`config.mk`:
```
export PLATFORM = sky130hd
export DESIGN_NAME = bcd_time_counter_flat
export DESIGN_NICKNAME = d
export VERILOG_FILES = /design/src/rtl/bcd_time_counter_if.sv /design/src/rtl/bcd_time_counter.sv /design/src/flat_wrapper.sv
export SDC_FILE = /design/constraint.sdc
export NUM_CORES = 1
export LEC_CHECK = 0
export BUFFER_PORTS_ARGS = -buffer_cell sky130_fd_sc_hd__buf_4
export CORE_MARGIN = 8
export CORE_UTILIZATION = 25
export CTS_CLUSTER_DIAMETER = 80
export DETAILED_ROUTE_END_ITERATION = 16
export PLACE_DENSITY = 0.48
export SKIP_CTS_REPAIR_TIMING = 1
export SYNTH_ARGS = -nofsm -noshare
export SYNTH_HDL_FRONTEND = slang
export SYNTH_SLANG_ARGS = --single-unit
```
`constraint.sdc`:
```
create_clock -name CP -period 2.5 [get_ports CP]
set_input_delay 0.5 -clock CP [delete_from_list [all_inputs] [get_ports CP]]
set_output_delay 0.5 -clock CP [all_outputs]
set_load 0.01 [all_outputs]
```
`src/rtl/bcd_time_counter_if.sv`:
```
// Bundle of run/chime/adjust controls and BCD time outputs shared by bcd_time_counter and its driver.
// The adj_min/adj_hour signals exist only when TIME_SET_EN is defined.
interface bcd_time_counter_if;
    logic       run;
    logic       tell_en;
`ifdef TIME_SET_EN
    logic       adj_min;
    logic       adj_hour;
`endif
    logic [7:0] Second;
    logic [7:0] Minute;
    logic [7:0] Hour24;
    logic [7:0] Hour12;
    logic       pm;
    logic       tell;
    logic       tick;

    // Level controls only: run/tell_en/adj_* are sampled on every CP edge, no handshake.
    modport master (
`ifdef TIME_SET_EN
        output adj_min, adj_hour,
`endif
        output run, tell_en,
        input  Second, Minute, Hour24, Hour12, pm, tell, tick
    );

    modport slave (
`ifdef TIME_SET_EN
        input  adj_min, adj_hour,
`endif
        input  run, tell_en,
        output Second, Minute, Hour24, Hour12, pm, tell, tick
    );
endinterface

```
`src/rtl/bcd_time_counter.sv`:
```
// 1 Hz prescaler plus BCD HH:MM:SS timekeeping with 12-hour view and hourly tell window.
// Define TIME_SET_EN to build the adj_min/adj_hour manual time-set logic.
module bcd_time_counter #(
    parameter int unsigned TICK_DIV = 1000
) (
    input logic               CP,
    input logic               nCR,
    bcd_time_counter_if.slave bus
);
    localparam logic [15:0] LP_LAST = 16'(TICK_DIV - 1);

    logic [15:0] r_presc;
    logic [15:0] w_presc_nxt;
    logic        r_tick;
    logic        r_tell;
    logic [7:0]  r_sec;
    logic [7:0]  r_min;
    logic [7:0]  r_hour;
    logic [7:0]  w_sec_nxt;
    logic [7:0]  w_min_nxt;
    logic [7:0]  w_hour_nxt;
    logic [7:0]  w_hour12;
    logic        w_pm;
    logic        w_tick_now;
    logic        w_sec_carry;
    logic        w_min_carry;
    logic        w_min_stb;
    logic        w_hour_stb;

    function automatic logic [7:0] bcd_inc60(input logic [7:0] v);
        if (v[3:0] == 4'd9)
            return (v[7:4] == 4'd5) ? 8'h00 : {v[7:4] + 4'd1, 4'd0};
        return {v[7:4], v[3:0] + 4'd1};
    endfunction

    function automatic logic [7:0] bcd_inc24(input logic [7:0] v);
        if (v == 8'h23)
            return 8'h00;
        if (v[3:0] == 4'd9)
            return {v[7:4] + 4'd1, 4'd0};
        return {v[7:4], v[3:0] + 4'd1};
    endfunction

`ifdef TIME_SET_EN
    logic r_adj_min_q;
    logic r_adj_hour_q;

    always_ff @(posedge CP or negedge nCR) begin
        if (!nCR) begin
            r_adj_min_q  <= 1'b0;
            r_adj_hour_q <= 1'b0;
        end else begin
            r_adj_min_q  <= bus.adj_min;
            r_adj_hour_q <= bus.adj_hour;
        end
    end

    assign w_min_stb  = bus.adj_min & ~r_adj_min_q;
    assign w_hour_stb = bus.adj_hour & ~r_adj_hour_q;
`else
    assign w_min_stb  = 1'b0;
    assign w_hour_stb = 1'b0;
`endif

    assign w_tick_now  = bus.run & (r_presc == LP_LAST);
    assign w_sec_carry = w_tick_now & (r_sec == 8'h59);
    assign w_min_carry = w_sec_carry & (r_min == 8'h59);

    // A minute strobe overrides the tick for Minute/Second and swallows any hour carry.
    always_comb begin
        w_presc_nxt = r_presc;
        w_sec_nxt   = r_sec;
        w_min_nxt   = r_min;
        w_hour_nxt  = r_hour;
        if (bus.run)
            w_presc_nxt = w_tick_now ? 16'd0 : r_presc + 16'd1;
        if (w_min_stb) begin
            w_presc_nxt = 16'd0;
            w_sec_nxt   = 8'h00;
            w_min_nxt   = bcd_inc60(r_min);
        end else if (w_tick_now) begin
            w_sec_nxt = bcd_inc60(r_sec);
            if (w_sec_carry)
                w_min_nxt = bcd_inc60(r_min);
        end
        if (w_hour_stb || (w_min_carry && !w_min_stb))
            w_hour_nxt = bcd_inc24(r_hour);
    end

    always_ff @(posedge CP or negedge nCR) begin
        if (!nCR) begin
            r_presc <= 16'd0;
            r_tick  <= 1'b0;
            r_sec   <= 8'h00;
            r_min   <= 8'h00;
            r_hour  <= 8'h00;
            r_tell  <= 1'b0;
        end else begin
            r_presc <= w_presc_nxt;
            r_tick  <= w_tick_now;
            r_sec   <= w_sec_nxt;
            r_min   <= w_min_nxt;
            r_hour  <= w_hour_nxt;
            // Evaluated on the incoming time so tell lines up with 00..15 exactly.
            r_tell  <= bus.tell_en && (w_min_nxt == 8'h00) && (w_sec_nxt <= 8'h15);
        end
    end

    // BCD subtraction of 12: 13-19 and 22-23 need no digit fix-up, 20-21 borrow across the tens digit.
    always_comb begin
        w_pm     = (r_hour >= 8'h12);
        w_hour12 = r_hour;
        case (r_hour)
            8'h00:                                           w_hour12 = 8'h12;
            8'h13, 8'h14, 8'h15, 8'h16, 8'h17, 8'h18, 8'h19: w_hour12 = r_hour - 8'h12;
            8'h20, 8'h21:                                    w_hour12 = r_hour - 8'h18;
            8'h22, 8'h23:                                    w_hour12 = r_hour - 8'h12;
            default:                                         w_hour12 = r_hour;
        endcase
    end

    assign bus.Second = r_sec;
    assign bus.Minute = r_min;
    assign bus.Hour24 = r_hour;
    assign bus.Hour12 = w_hour12;
    assign bus.pm     = w_pm;
    assign bus.tell   = r_tell;
    assign bus.tick   = r_tick;
endmodule

```
`src/flat_wrapper.sv`:
```
// flat-port wrapper written by rule: the top's interface ports become plain ports
module bcd_time_counter_flat 
#(
    parameter int unsigned TICK_DIV = 1000
)
  (CP, nCR, bus_run, bus_tell_en, bus_Second, bus_Minute, bus_Hour24, bus_Hour12, bus_pm, bus_tell, bus_tick);
  bcd_time_counter_if bus_i ();
  input logic CP;
  input logic nCR;
  input wire logic [$bits(bus_i.run)-1:0] bus_run;
  input wire logic [$bits(bus_i.tell_en)-1:0] bus_tell_en;
  output wire logic [$bits(bus_i.Second)-1:0] bus_Second;
  output wire logic [$bits(bus_i.Minute)-1:0] bus_Minute;
  output wire logic [$bits(bus_i.Hour24)-1:0] bus_Hour24;
  output wire logic [$bits(bus_i.Hour12)-1:0] bus_Hour12;
  output wire logic [$bits(bus_i.pm)-1:0] bus_pm;
  output wire logic [$bits(bus_i.tell)-1:0] bus_tell;
  output wire logic [$bits(bus_i.tick)-1:0] bus_tick;
  assign bus_i.run = bus_run;
  assign bus_i.tell_en = bus_tell_en;
  assign bus_Second = bus_i.Second;
  assign bus_Minute = bus_i.Minute;
  assign bus_Hour24 = bus_i.Hour24;
  assign bus_Hour12 = bus_i.Hour12;
  assign bus_pm = bus_i.pm;
  assign bus_tell = bus_i.tell;
  assign bus_tick = bus_i.tick;
  bcd_time_counter #(.TICK_DIV(TICK_DIV)) u_core (.CP(CP), .nCR(nCR), .bus(bus_i));
endmodule
```
==> run_summary.xml <==
<?xml version="1.0" encoding="UTF-8"?>
<metrics>
  <group name="die">
    <metric name="boundaryPins" unit="">39</metric>
    <metric name="die_area" unit="um^2">13860</metric>
    <metric name="die_w" unit="um">117.7</metric>
    <metric name="row_count" unit="">37</metric>
    <metric name="die_h" unit="um">117.7</metric>
    <metric name="initial_utilization" unit="%">25.39</metric>
    <metric name="core_area" unit="um^2">10180</metric>
  </group>
  <group name="power">
    <metric name="p_total" unit="W">0.001464</metric>
    <metric name="max-vdd-ir-drop" unit="mV">0.3366</metric>
    <metric name="cell_internal_pwr" unit="W">0.001044</metric>
    <metric name="power.density_cell_area" unit="nW/um^2">418.2</metric>
    <metric name="combinationalPowerShare" unit="%">12.7</metric>
    <metric name="switching_fraction" unit="%">28.72</metric>
    <metric name="power.share.sequential" unit="%">54.6</metric>
    <metric name="power_leakage" unit="nW">1.553</metric>
    <metric name="p_sw" unit="W">0.0004206</metric>
    <metric name="clockPowerShare" unit="%">32.7</metric>
  </group>
  <group name="global_routing">
    <metric name="maximum_number_of_pins_on_one_net_before_global_route_repair" unit="">43</metric>
    <metric name="antenna_found_initial" unit="">0</metric>
    <metric name="grt.met3_usage" unit="%">2.494</metric>
    <metric name="grt_pass1_vias" unit="">2301</metric>
    <metric name="use_met1" unit="%">11.77</metric>
    <metric name="globalRouteMet2Util" unit="%">15.58</metric>
    <metric name="gr-max-usage-layer" unit="">met2</metric>
    <metric name="grt_first_pass_wirelength" unit="um">11120</metric>
    <metric name="grt_overflow_total" unit="">0</metric>
    <metric name="gr-usage-all-layers" unit="%">9.421</metric>
  </group>
  <group name="clocking">
    <metric name="tritoncts" unit="">yes</metric>
    <metric name="worst_setup_hold_path_clk_slew" unit="ns">0.09</metric>
    <metric name="clkSinkCount" unit="">42</metric>
    <metric name="clk-insertion-delay-late" unit="ns">0.30</metric>
    <metric name="cts_buffers" unit="">5</metric>
    <metric name="clockBufferDepth" unit="">2</metric>
    <metric name="cell_at_the_root_of_the_clock_tree" unit="">sky130_fd_sc_hd__clkbuf_8</metric>
    <metric name="htreeDepth" unit="">2</metric>
  </group>
  <group name="route">
    <metric name="route.vias.total" unit="">2297</metric>
    <metric name="vias_per_cell" unit="">4.785</metric>
    <metric name="first_pass_iters" unit="">4</metric>
    <metric name="wl_per_cell" unit="um">14.01</metric>
    <metric name="ant_nets" unit="">0</metric>
    <metric name="drt_drc_violations_left" unit="">0</metric>
    <metric name="drtIter0Drc" unit="">127</metric>
    <metric name="totalWireLength" unit="um">6726</metric>
  </group>
  <group name="outcome">
    <metric name="failing_checks" unit="">negative setup slack</metric>
    <metric name="outcome" unit="">finished with violations</metric>
  </group>
  <group name="synthesis">
    <metric name="synthArstFlopShare" unit="%">100.0</metric>
    <metric name="synthDominantCellAreaShare" unit="%">40.64</metric>
    <metric name="yosys-top-cells-area" unit="">sky130_fd_sc_hd__dfrtp_1, sky130_fd_sc_hd__ha_1, sky130_fd_sc_hd__nand2_1</metric>
    <metric name="synth_edf_count" unit="">0</metric>
    <metric name="mappedNetlistArea" unit="um^2">2586</metric>
    <metric name="synthTopCellsByCount" unit="">sky130_fd_sc_hd__dfrtp_1, sky130_fd_sc_hd__nand2_1, sky130_fd_sc_hd__nor2_1, sky130_fd_sc_hd__nand3_1, sky130_fd_sc_hd__xnor2_1</metric>
    <metric name="ys_seq_elements" unit="">42</metric>
    <metric name="ys_seq_area_share" unit="%">40.64</metric>
    <metric name="synthesis.instances" unit="">273</metric>
    <metric name="post-synth-top-area-cell" unit="">sky130_fd_sc_hd__dfrtp_1</metric>
    <metric name="synthDistinctLibCells" unit="">61</metric>
    <metric name="ys.flop_type" unit="">sky130_fd_sc_hd__dfrtp_1</metric>
    <metric name="count_leader_synth" unit="">sky130_fd_sc_hd__dfrtp_1</metric>
    <metric name="syn_area_per_cell" unit="um^2">9.473</metric>
    <metric name="postSynthNetCount" unit="">287</metric>
    <metric name="synthesis.yosys.warnings" unit="">0</metric>
  </group>
  <group name="timing">
    <metric name="setup_slack" unit="ns">-0.06041</metric>
    <metric name="timing.final.crit_share" unit="%">102.4</metric>
    <metric name="worst_slew_pin_slew" unit="ns">0.5546</metric>
    <metric name="hold_viol_final" unit="">0</metric>
    <metric name="report.final.slew_viol_count" unit="">0</metric>
    <metric name="achievable-frequency" unit="MHz">390.6</metric>
    <metric name="summed_negative_setup_slack_over_all_endpoints" unit="ns">-0.06447</metric>
    <metric name="finalSetupViolations" unit="">2</metric>
    <metric name="worst_clock_skew" unit="ns">0.006415</metric>
    <metric name="finalCriticalPeriod" unit="ns">2.560</metric>
    <metric name="grt_setup_unrepaired" unit="">yes</metric>
    <metric name="timing.slew.headroom" unit="%">63.02</metric>
  </group>
  <group name="setup_path">
    <metric name="critical_path_class" unit="">reg2out</metric>
    <metric name="worstPathArrival" unit="ns">2.06</metric>
    <metric name="path_max_fanout" unit="">5</metric>
    <metric name="cp-end-kind" unit="">primary output</metric>
    <metric name="reg2reg_slack" unit="ns">0.20</metric>
    <metric name="startpoint_type" unit="">register</metric>
    <metric name="worst-endpoint-required" unit="ns">2.00</metric>
    <metric name="startpoint" unit="">u_core.bus.Hour24[1]</metric>
    <metric name="reg2reg_from" unit="">u_core.r_presc[13]</metric>
    <metric name="worstReg2RegEnd" unit="">u_core.bus.Hour24[6]</metric>
    <metric name="reg2regPathDepth" unit="">7</metric>
  </group>
  <group name="place">
    <metric name="place.gp.congestion" unit="">0.8083</metric>
    <metric name="place.port_buffers" unit="">38</metric>
    <metric name="placedInstanceArea" unit="um^2">3181</metric>
    <metric name="detailed_place_hpwl" unit="um">4859</metric>
    <metric name="worst_slack_after_detailed_placement" unit="ns">0.05037</metric>
  </group>
  <group name="finish">
    <metric name="drive_above_1_share" unit="%">34.88</metric>
    <metric name="antenna_cells_inserted" unit="">0</metric>
    <metric name="final_area" unit="um^2">3502</metric>
    <metric name="synthToLayoutAreaGrowth" unit="%">35.41</metric>
    <metric name="final_nets" unit="">357</metric>
    <metric name="fill_cells" unit="">1072</metric>
  </group>
  <group name="flow_run">
    <metric name="cap_viol_max_count" unit="">0</metric>
  </group>
  <group name="worst_hold_path">
    <metric name="min-delay-path-class" unit="">in2async</metric>
  </group>
</metrics>
## worst max-delay path by stage
stage | endpoint | slack (ns) | depth (start not counted)
6_report | bus_Hour12[5] | -0.06 | 8
5_1_grt | bus_Hour12[5] | -0.16 | 8
4_1_cts | bus_Hour12[4] | -0.29 | 7
3_5_place_dp | bus_Hour12[4] | 0.05 | 7
3_3_place_gp | bus_Hour12[5] | 0.11 | 8
2_1_floorplan | bus_Hour12[4] | 0.09 | 7
## power groups by stage
stage                     clock [W]  combinational [W]  sequential [W]
final                      0.000478           0.000187        0.000799
after global routing       0.000514           0.000211        0.000810
after CTS                  0.000492           0.000189        0.000799
after detailed placement          0           0.000188        0.000812
after global placement            0           0.000183        0.000812
after floorplan                   0           0.000128        0.000801
## layer usage
layer,up-vias,wire (um)
li1,1129,-
met1,1120,3190
met2,40,3206
met3,8,242
met4,0,87
met5,-,0
## sequential cells by signal, summed over array words and instances, names as in the netlist
register,cells
u_core.bus.tick,1
u_core.r_presc,16
u_core.bus.tell,1
u_core.bus.Hour24,8
u_core.bus.Minute,8
u_core.bus.Second,8
## per-stage QoR
stage               util (%)  hold slack (ns)  instances
floorplan                  -           0.2044        273
global placement       31.23           0.5105        462
detailed placement     31.23           0.5052        462
CTS                    32.16           0.2090        470
global route           34.39           0.2280        480
finish                 34.39           0.1828        480
## cell type report
class	instances	area (um^2)	share of cell area (%)
multi-input cells	211	1577	45.02
flip-flops and latches	42	1059	30.23
repair buffers	73	559.3	15.97
well taps	136	170.2	4.859
clock buffers	6	82.58	2.358
inverters	10	42.54	1.215
clock inverters	2	12.51	0.3573
## worst max-delay path, stage by stage (launching register included)
cell and delay [ns]:
sky130_fd_sc_hd__dfrtp_2 0.47, sky130_fd_sc_hd__nor3b_2 0.27, sky130_fd_sc_hd__o2bb2ai_2 0.16, sky130_fd_sc_hd__a32oi_4 0.10, sky130_fd_sc_hd__o41ai_2 0.25, sky130_fd_sc_hd__buf_4 0.17, sky130_fd_sc_hd__xnor2_1 0.05, sky130_fd_sc_hd__a31oi_1 0.15
sky130_fd_sc_hd__buf_4 0.15
## layout by cell type (no fill, tap or decap), types with 3 or more instances in the layout
master                      n
sky130_fd_sc_hd__nor2_1    19
sky130_fd_sc_hd__nor2b_1    4
sky130_fd_sc_hd__a21oi_1    8
sky130_fd_sc_hd__o21ai_0   10
sky130_fd_sc_hd__clkbuf_8   6
sky130_fd_sc_hd__dfrtp_2    6
sky130_fd_sc_hd__ha_4       3
sky130_fd_sc_hd__nand3_1   15
sky130_fd_sc_hd__buf_4     70
sky130_fd_sc_hd__nor4_1     3
sky130_fd_sc_hd__and3_1     3
sky130_fd_sc_hd__dfrtp_1   36
sky130_fd_sc_hd__a31oi_1    3
sky130_fd_sc_hd__and4bb_1   3
sky130_fd_sc_hd__inv_1      6
sky130_fd_sc_hd__xnor2_1   12
sky130_fd_sc_hd__nand2_1   31
sky130_fd_sc_hd__nand2b_1   5
sky130_fd_sc_hd__buf_6      3
sky130_fd_sc_hd__ha_1       7
sky130_fd_sc_hd__o31ai_1    3
sky130_fd_sc_hd__xor2_1     9
sky130_fd_sc_hd__nor3_1     6
sky130_fd_sc_hd__nand4_1    7
## cell families (layout without fill, tap and decap cells)
group	count (synthesis)	in the layout	synth area share [%]
compound gates	52	52	14.66
flops	42	42	40.64
simple gates	126	126	28.54
buf+inv	20	91	3.338
fa+ha+maj	10	10	4.838
xor+xnor	21	21	7.112
mux	2	2	0.8708
(Power assumes the default switching activity.)
